===== config.mk =====
export PLATFORM = sky130hd
export DESIGN_NAME = rtc_hms_counter
export DESIGN_NICKNAME = d
export VERILOG_FILES = /design/src/rtl/rtc_pkg.sv /design/src/rtl/rtc_tick_gen.sv /design/src/rtl/rtc_hms_counter.sv
export SDC_FILE = /design/constraint.sdc
export NUM_CORES = 1
export LEC_CHECK = 0
export ABC_AREA = 0
export BUFFER_PORTS_ARGS = -buffer_cell sky130_fd_sc_hd__clkbuf_2
export CAP_MARGIN = 0
export CORE_MARGIN = 2
export CORE_UTILIZATION = 60
export DETAILED_ROUTE_END_ITERATION = 16
export PLACE_DENSITY = 0.88
export SYNTH_ARGS = -nofsm -noshare
export SYNTH_HDL_FRONTEND = slang
export SYNTH_SLANG_ARGS = --single-unit

===== constraint.sdc =====
create_clock -name hclk -period 6.05 [get_ports hclk]
set_input_delay 0 -clock hclk [delete_from_list [all_inputs] [get_ports hclk]]
set_output_delay 0 -clock hclk [all_outputs]
set_load 0.05 [all_outputs]

===== src/rtl/rtc_pkg.sv =====
// Shared types and helpers for the time-of-day counter.
// State encoding, width helper and default moduli.
package rtc_pkg;

  typedef enum logic [1:0] {
    ST_STOP = 2'd0,
    ST_RUN  = 2'd1,
    ST_LOAD = 2'd2
  } rtc_state_e;

  localparam int DEF_MOD_SEC = 60;
  localparam int DEF_MOD_MIN = 60;
  localparam int DEF_MOD_HR  = 24;

  function automatic int rtc_w(input int m);
    return (m > 1) ? $clog2(m) : 1;
  endfunction

endpackage


===== src/rtl/rtc_tick_gen.sv =====
// Prescaler producing a one-cycle tick enable every DIV running cycles.
// Ports: clk_i, rst_ni, run_i (count), clr_i (restart at 0), tick_en_o.
module rtc_tick_gen
  import rtc_pkg::*;
#(
  parameter int DIV = 4
) (
  input  logic clk_i,
  input  logic rst_ni,
  input  logic run_i,
  input  logic clr_i,
  output logic tick_en_o
);

  localparam int CW = rtc_w(DIV);
  localparam logic [CW-1:0] LAST = CW'(DIV - 1);

  logic [CW-1:0] cnt_q, cnt_d;
  logic          wrap;

  assign wrap      = (cnt_q == LAST);
  assign tick_en_o = run_i & wrap;

  always_comb begin
    cnt_d = cnt_q;
    if (clr_i) begin
      cnt_d = '0;
    end else if (run_i) begin
      cnt_d = wrap ? '0 : cnt_q + 1'b1;
    end
  end

  always_ff @(posedge clk_i or negedge rst_ni) begin
    if (!rst_ni) cnt_q <= '0;
    else         cnt_q <= cnt_d;
  end

endmodule


===== src/rtl/rtc_hms_counter.sv =====
// Hours/minutes/seconds counter with run/stop, checked load and alarm.
// Ports: hclk/reset_n, run_en, set_* handshake, alarm_*, time and pulses.
module rtc_hms_counter
  import rtc_pkg::*;
#(
  parameter int CLK_HZ  = 100000000,
  parameter int TICK_HZ = 1,
  parameter int MOD_SEC = DEF_MOD_SEC,
  parameter int MOD_MIN = DEF_MOD_MIN,
  parameter int MOD_HR  = DEF_MOD_HR
) (
  input  logic                       hclk,
  input  logic                       reset_n,
  input  logic                       run_en,
  input  logic                       set_valid,
  output logic                       set_ready,
  input  logic [rtc_w(MOD_SEC)-1:0]  set_sec,
  input  logic [rtc_w(MOD_MIN)-1:0]  set_min,
  input  logic [rtc_w(MOD_HR)-1:0]   set_hr,
  output logic                       set_err,
  input  logic                       alarm_en,
  input  logic [rtc_w(MOD_SEC)-1:0]  alarm_sec,
  input  logic [rtc_w(MOD_MIN)-1:0]  alarm_min,
  input  logic [rtc_w(MOD_HR)-1:0]   alarm_hr,
  output logic [rtc_w(MOD_SEC)-1:0]  seconds,
  output logic [rtc_w(MOD_MIN)-1:0]  minutes,
  output logic [rtc_w(MOD_HR)-1:0]   hours,
  output logic                       tick,
  output logic                       min_wrap,
  output logic                       day_wrap,
  output logic                       alarm_hit
);

  localparam int DIV = CLK_HZ / TICK_HZ;
  localparam int SW  = rtc_w(MOD_SEC);
  localparam int MW  = rtc_w(MOD_MIN);
  localparam int HW  = rtc_w(MOD_HR);
  localparam logic [SW-1:0] SMAX = SW'(MOD_SEC - 1);
  localparam logic [MW-1:0] MMAX = MW'(MOD_MIN - 1);
  localparam logic [HW-1:0] HMAX = HW'(MOD_HR - 1);

  rtc_state_e    state_q, state_d;
  logic [SW-1:0] sec_q, sec_d;
  logic [MW-1:0] min_q, min_d;
  logic [HW-1:0] hr_q, hr_d;
  logic          ready_q, err_q;
  logic          tick_q, mwrap_q, dwrap_q, alarm_q;

  logic tick_en, in_rng, load_ok, load_bad, adv;
  logic s_last, m_last, h_last, at_alarm;

  rtc_tick_gen #(
    .DIV (DIV)
  ) u_tick (
    .clk_i     (hclk),
    .rst_ni    (reset_n),
    .run_i     (state_q == ST_RUN),
    .clr_i     (load_ok),
    .tick_en_o (tick_en)
  );

  assign in_rng   = (set_sec <= SMAX) & (set_min <= MMAX) & (set_hr <= HMAX);
  assign load_ok  = set_valid & ready_q & in_rng;
  assign load_bad = set_valid & ready_q & ~in_rng;
  // A load in the same cycle as a tick wins; the tick is dropped.
  assign adv      = tick_en & ~load_ok;

  assign s_last   = (sec_q == SMAX);
  assign m_last   = (min_q == MMAX);
  assign h_last   = (hr_q == HMAX);
  assign at_alarm = (sec_d == alarm_sec) & (min_d == alarm_min) &
                    (hr_d == alarm_hr);

  always_comb begin
    sec_d = sec_q;
    min_d = min_q;
    hr_d  = hr_q;
    if (load_ok) begin
      sec_d = set_sec;
      min_d = set_min;
      hr_d  = set_hr;
    end else if (tick_en) begin
      sec_d = s_last ? '0 : sec_q + 1'b1;
      if (s_last) begin
        min_d = m_last ? '0 : min_q + 1'b1;
        if (m_last) hr_d = h_last ? '0 : hr_q + 1'b1;
      end
    end
  end

  always_comb begin
    state_d = state_q;
    unique case (state_q)
      ST_STOP: begin
        if (load_ok)     state_d = ST_LOAD;
        else if (run_en) state_d = ST_RUN;
      end
      ST_RUN: begin
        if (load_ok)      state_d = ST_LOAD;
        else if (!run_en) state_d = ST_STOP;
      end
      ST_LOAD: state_d = run_en ? ST_RUN : ST_STOP;
      default: state_d = ST_STOP;
    endcase
  end

  always_ff @(posedge hclk or negedge reset_n) begin
    if (!reset_n) begin
      state_q <= ST_STOP;
      sec_q   <= '0;
      min_q   <= '0;
      hr_q    <= '0;
      ready_q <= 1'b0;
      err_q   <= 1'b0;
      tick_q  <= 1'b0;
      mwrap_q <= 1'b0;
      dwrap_q <= 1'b0;
      alarm_q <= 1'b0;
    end else begin
      state_q <= state_d;
      sec_q   <= sec_d;
      min_q   <= min_d;
      hr_q    <= hr_d;
      ready_q <= (state_d != ST_LOAD);
      err_q   <= load_bad;
      tick_q  <= adv;
      mwrap_q <= adv & s_last;
      dwrap_q <= adv & s_last & m_last & h_last;
      alarm_q <= adv & alarm_en & at_alarm;
    end
  end

  assign set_ready = ready_q;
  assign set_err   = err_q;
  assign seconds   = sec_q;
  assign minutes   = min_q;
  assign hours     = hr_q;
  assign tick      = tick_q;
  assign min_wrap  = mwrap_q;
  assign day_wrap  = dwrap_q;
  assign alarm_hit = alarm_q;

endmodule

==> impl_metrics.json <==
{
  "status": "completed",
  "grt_pass1_vias": 3319,
  "syn_nets": 435,
  "worstSetupEndpointType": "register",
  "rsz0062_at_grt": "no",
  "irDropWorstVdd_mv": 0.2166,
  "via_per_inst": 6.315,
  "syn_inst": 392,
  "arrival_ns": 3.60,
  "drt_iter0_markers": 304,
  "finalSetupTns_ns": 0,
  "fillers": 398,
  "path_cells": "ha_1 > and4b_1 > nand2_1 > nor4_2 > mux2i_1 > a21oi_1 > xnor2_1 > o2111ai_1 > a2111oi_2",
  "multi_input_area_mm2": 0.001926,
  "fin_util": 0.7285,
  "powerDensity_mw_per_mm2": 241.1,
  "die_w_um": 78.41,
  "hold_class": "input pin to register",
  "final_nets": 510,
  "top_layer": "met4",
  "setup_slack_ns": 2.664,
  "slew_headroom": 0.2234,
  "drc": 0,
  "synth_edf_count": 0,
  "postCtsSetupBuffers": 0,
  "vias": 3410,
  "p_leak_nw": 1.689,
  "wl_met1_um": 3707,
  "yosysTopAreaCell": "dfrtp_1",
  "area_growth_pct": 19.28,
  "drv_slew": 0,
  "required_ns": 6.27,
  "cts_tree": "built",
  "crit_path_start_kind": "register",
  "firstDrtPassIters": 5,
  "overflow": 0,
  "worstMarginPinSlew_ns": 1.155,
  "crit_type": "register to register",
  "reg2reg_setup_slack_ns": 2.66,
  "cts-root-buf": "clkbuf_8",
  "pin_count": 62,
  "die_y_um": 78.41,
  "grtUsageTotal": 0.3164,
  "hold-worst-slack_ns": 0.01535,
  "drive_gt1_frac": 0.1838,
  "grt_pass1_wl_um": 15420,
  "grt_max_degree": 53,
  "hold_viol": 0,
  "ys_types": 54,
  "cpPeakStageDelay_ns": 1.05,
  "ys_seq_area_frac": 0.3917,
  "slowest_stage": "nor4_2",
  "cts_hold_repair.buffers": 19,
  "final_antenna_net_count": 0,
  "skew_ns": 0.01393,
  "h-tree-depth": 2,
  "post-synth-top-count-cell": "nor2_1",
  "antenna_found_initial": 0,
  "initial_core_util": 0.6108,
  "ys_warn_count": 0,
  "clock.fmax_mhz": 295.3,
  "wl_um": 9247,
  "synth_seq_cells": 52,
  "wl_met3_um": 652,
  "fin_crit_sh": 0.5597,
  "clk_path_buf_depth": 2,
  "async_flop_share": 1.000,
  "die_area_mm2": 0.006148,
  "cts_resized": 0,
  "clk_pin_slew_ns": 0.10,
  "crit_buf_inv": 0,
  "setup_viol": 0,
  "avgSynthCellArea_um2": 8.474,
  "total_power_mw": 0.9554,
  "wl_per_cell_um": 17.12,
  "num_rows": 27,
  "synth_flop_cell": "dfrtp_1",
  "critPathMaxFanout": 12,
  "max-cap-violations": 0,
  "dp_hpwl_um": 6410,
  "portBuffers": 61,
  "core_region_area_mm2": 0.005439,
  "yosys.area.top_type_share": 0.3917,
  "preCtsSetupSlack_ns": 2.762,
  "numCtsBuffers": 5,
  "finalWeightedCongestion": 0.9021,
  "antennaDiodeCount": 0,
  "critical-path-top-delay-family": "simple AND/OR/NAND/NOR gates",
  "seqCellArea_mm2": 0.001301,
  "clock_sinks": 52,
  "syn_area_mm2": 0.003322,
  "synth_area_leaders": "dfrtp_1 39%, nor2_1 6.0%, nand2_1 5.1%",
  "routed-wl-met2_um": 4601,
  "min_period_ns": 3.386,
  "synthTopCellsByCount": "53 x nor2_1, 52 x dfrtp_1, 45 x nand2_1",
  "clk_latency_ns": 0.32
}
[where the power goes]
group	switching, mW	internal, mW
Clock	0.127	0.0824
Sequential	0.0450	0.376
Combinational	0.220	0.105
[cell families after synthesis]
group / Yosys count / share of synthesized area
AO/OA/AOI/OAI: 88 / 0.1650
buffers and inverters: 24 / 0.02863
flip-flops: 52 / 0.3917
AND/OR/NAND/NOR: 190 / 0.3077
adder cells (fa/ha/maj): 4 / 0.01507
XOR/XNOR: 28 / 0.07382
multiplexers: 6 / 0.01808
[worst reg2reg max path, stage by stage (launching register included)]
cell	delay, ns
dfrtp_1	0.43
ha_1	0.25
and4b_1	0.30
nand2_1	0.24
nor4_2	1.05
mux2i_1	0.18
a21oi_1	0.25
xnor2_1	0.14
o2111ai_1	0.14
a2111oi_2	0.30
[cell type report]
cell class / instances / area share
clock buffer: 5 / 0.01737
clock inverter: 3 / 0.005368
inverter: 8 / 0.007578
multi-input combinational: 316 / 0.4859
sequential: 52 / 0.3284
tap: 72 / 0.02273
timing repair buffer: 84 / 0.1326
[cell usage in the layout (no fill, tap or decap), types with 8 or more instances in the layout]
cell and n:
a31oi_1 10, nor2_1 53, a21oi_1 31, xnor2_1 12
nand2_1 45, xor2_1 16, or3_1 8, inv_1 8
nor4_1 9, dlygate4sd3_1 19, nand3_1 17, dfrtp_1 52
o21ai_0 20, nand4_1 14, clkbuf_2 61
[flip-flops by register name, summed over array words and instances (netlist names), 2 cells and up]
register      cells
u_tick.cnt_q     27
minutes           6
seconds           6
hours             5
state_q           2
[layer usage]
metal  global-route usage  vias to the layer above
met5                    0                        -
met4               0.1316                        0
met3              0.05862                       28
met2               0.5293                      196
met1               0.4042                     1609
li1                     -                     1577
[worst paths after layout]
path | startpoint | to | cells after the start
worst max-delay path | seconds[1]$_DFF_PN0_ | alarm_hit$_DFF_PN0_ | 9
worst min-delay path | alarm_hr[0] | alarm_hit$_DFF_PN0_ | 3
worst max register to register | seconds[1]$_DFF_PN0_ | alarm_hit$_DFF_PN0_ | 9
worst min register to register | state_q[1]$_DFF_PN0_ | state_q[1]$_DFF_PN0_ | 1
max in group asynchronous | reset_n | seconds[3]$_DFF_PN0_ | 3
min in group asynchronous | reset_n | u_tick.cnt_q[15]$_DFFE_PN0P_ | 3
[through the flow]
step                      instances  cell area [um2]
final                           540             3963
after global routing            540             3963
after CTS                       540             3963
after detailed placement        513             3682
after global placement          513             3682
after floorplan                 392             3322
Power figures use the tool's default switching activity.
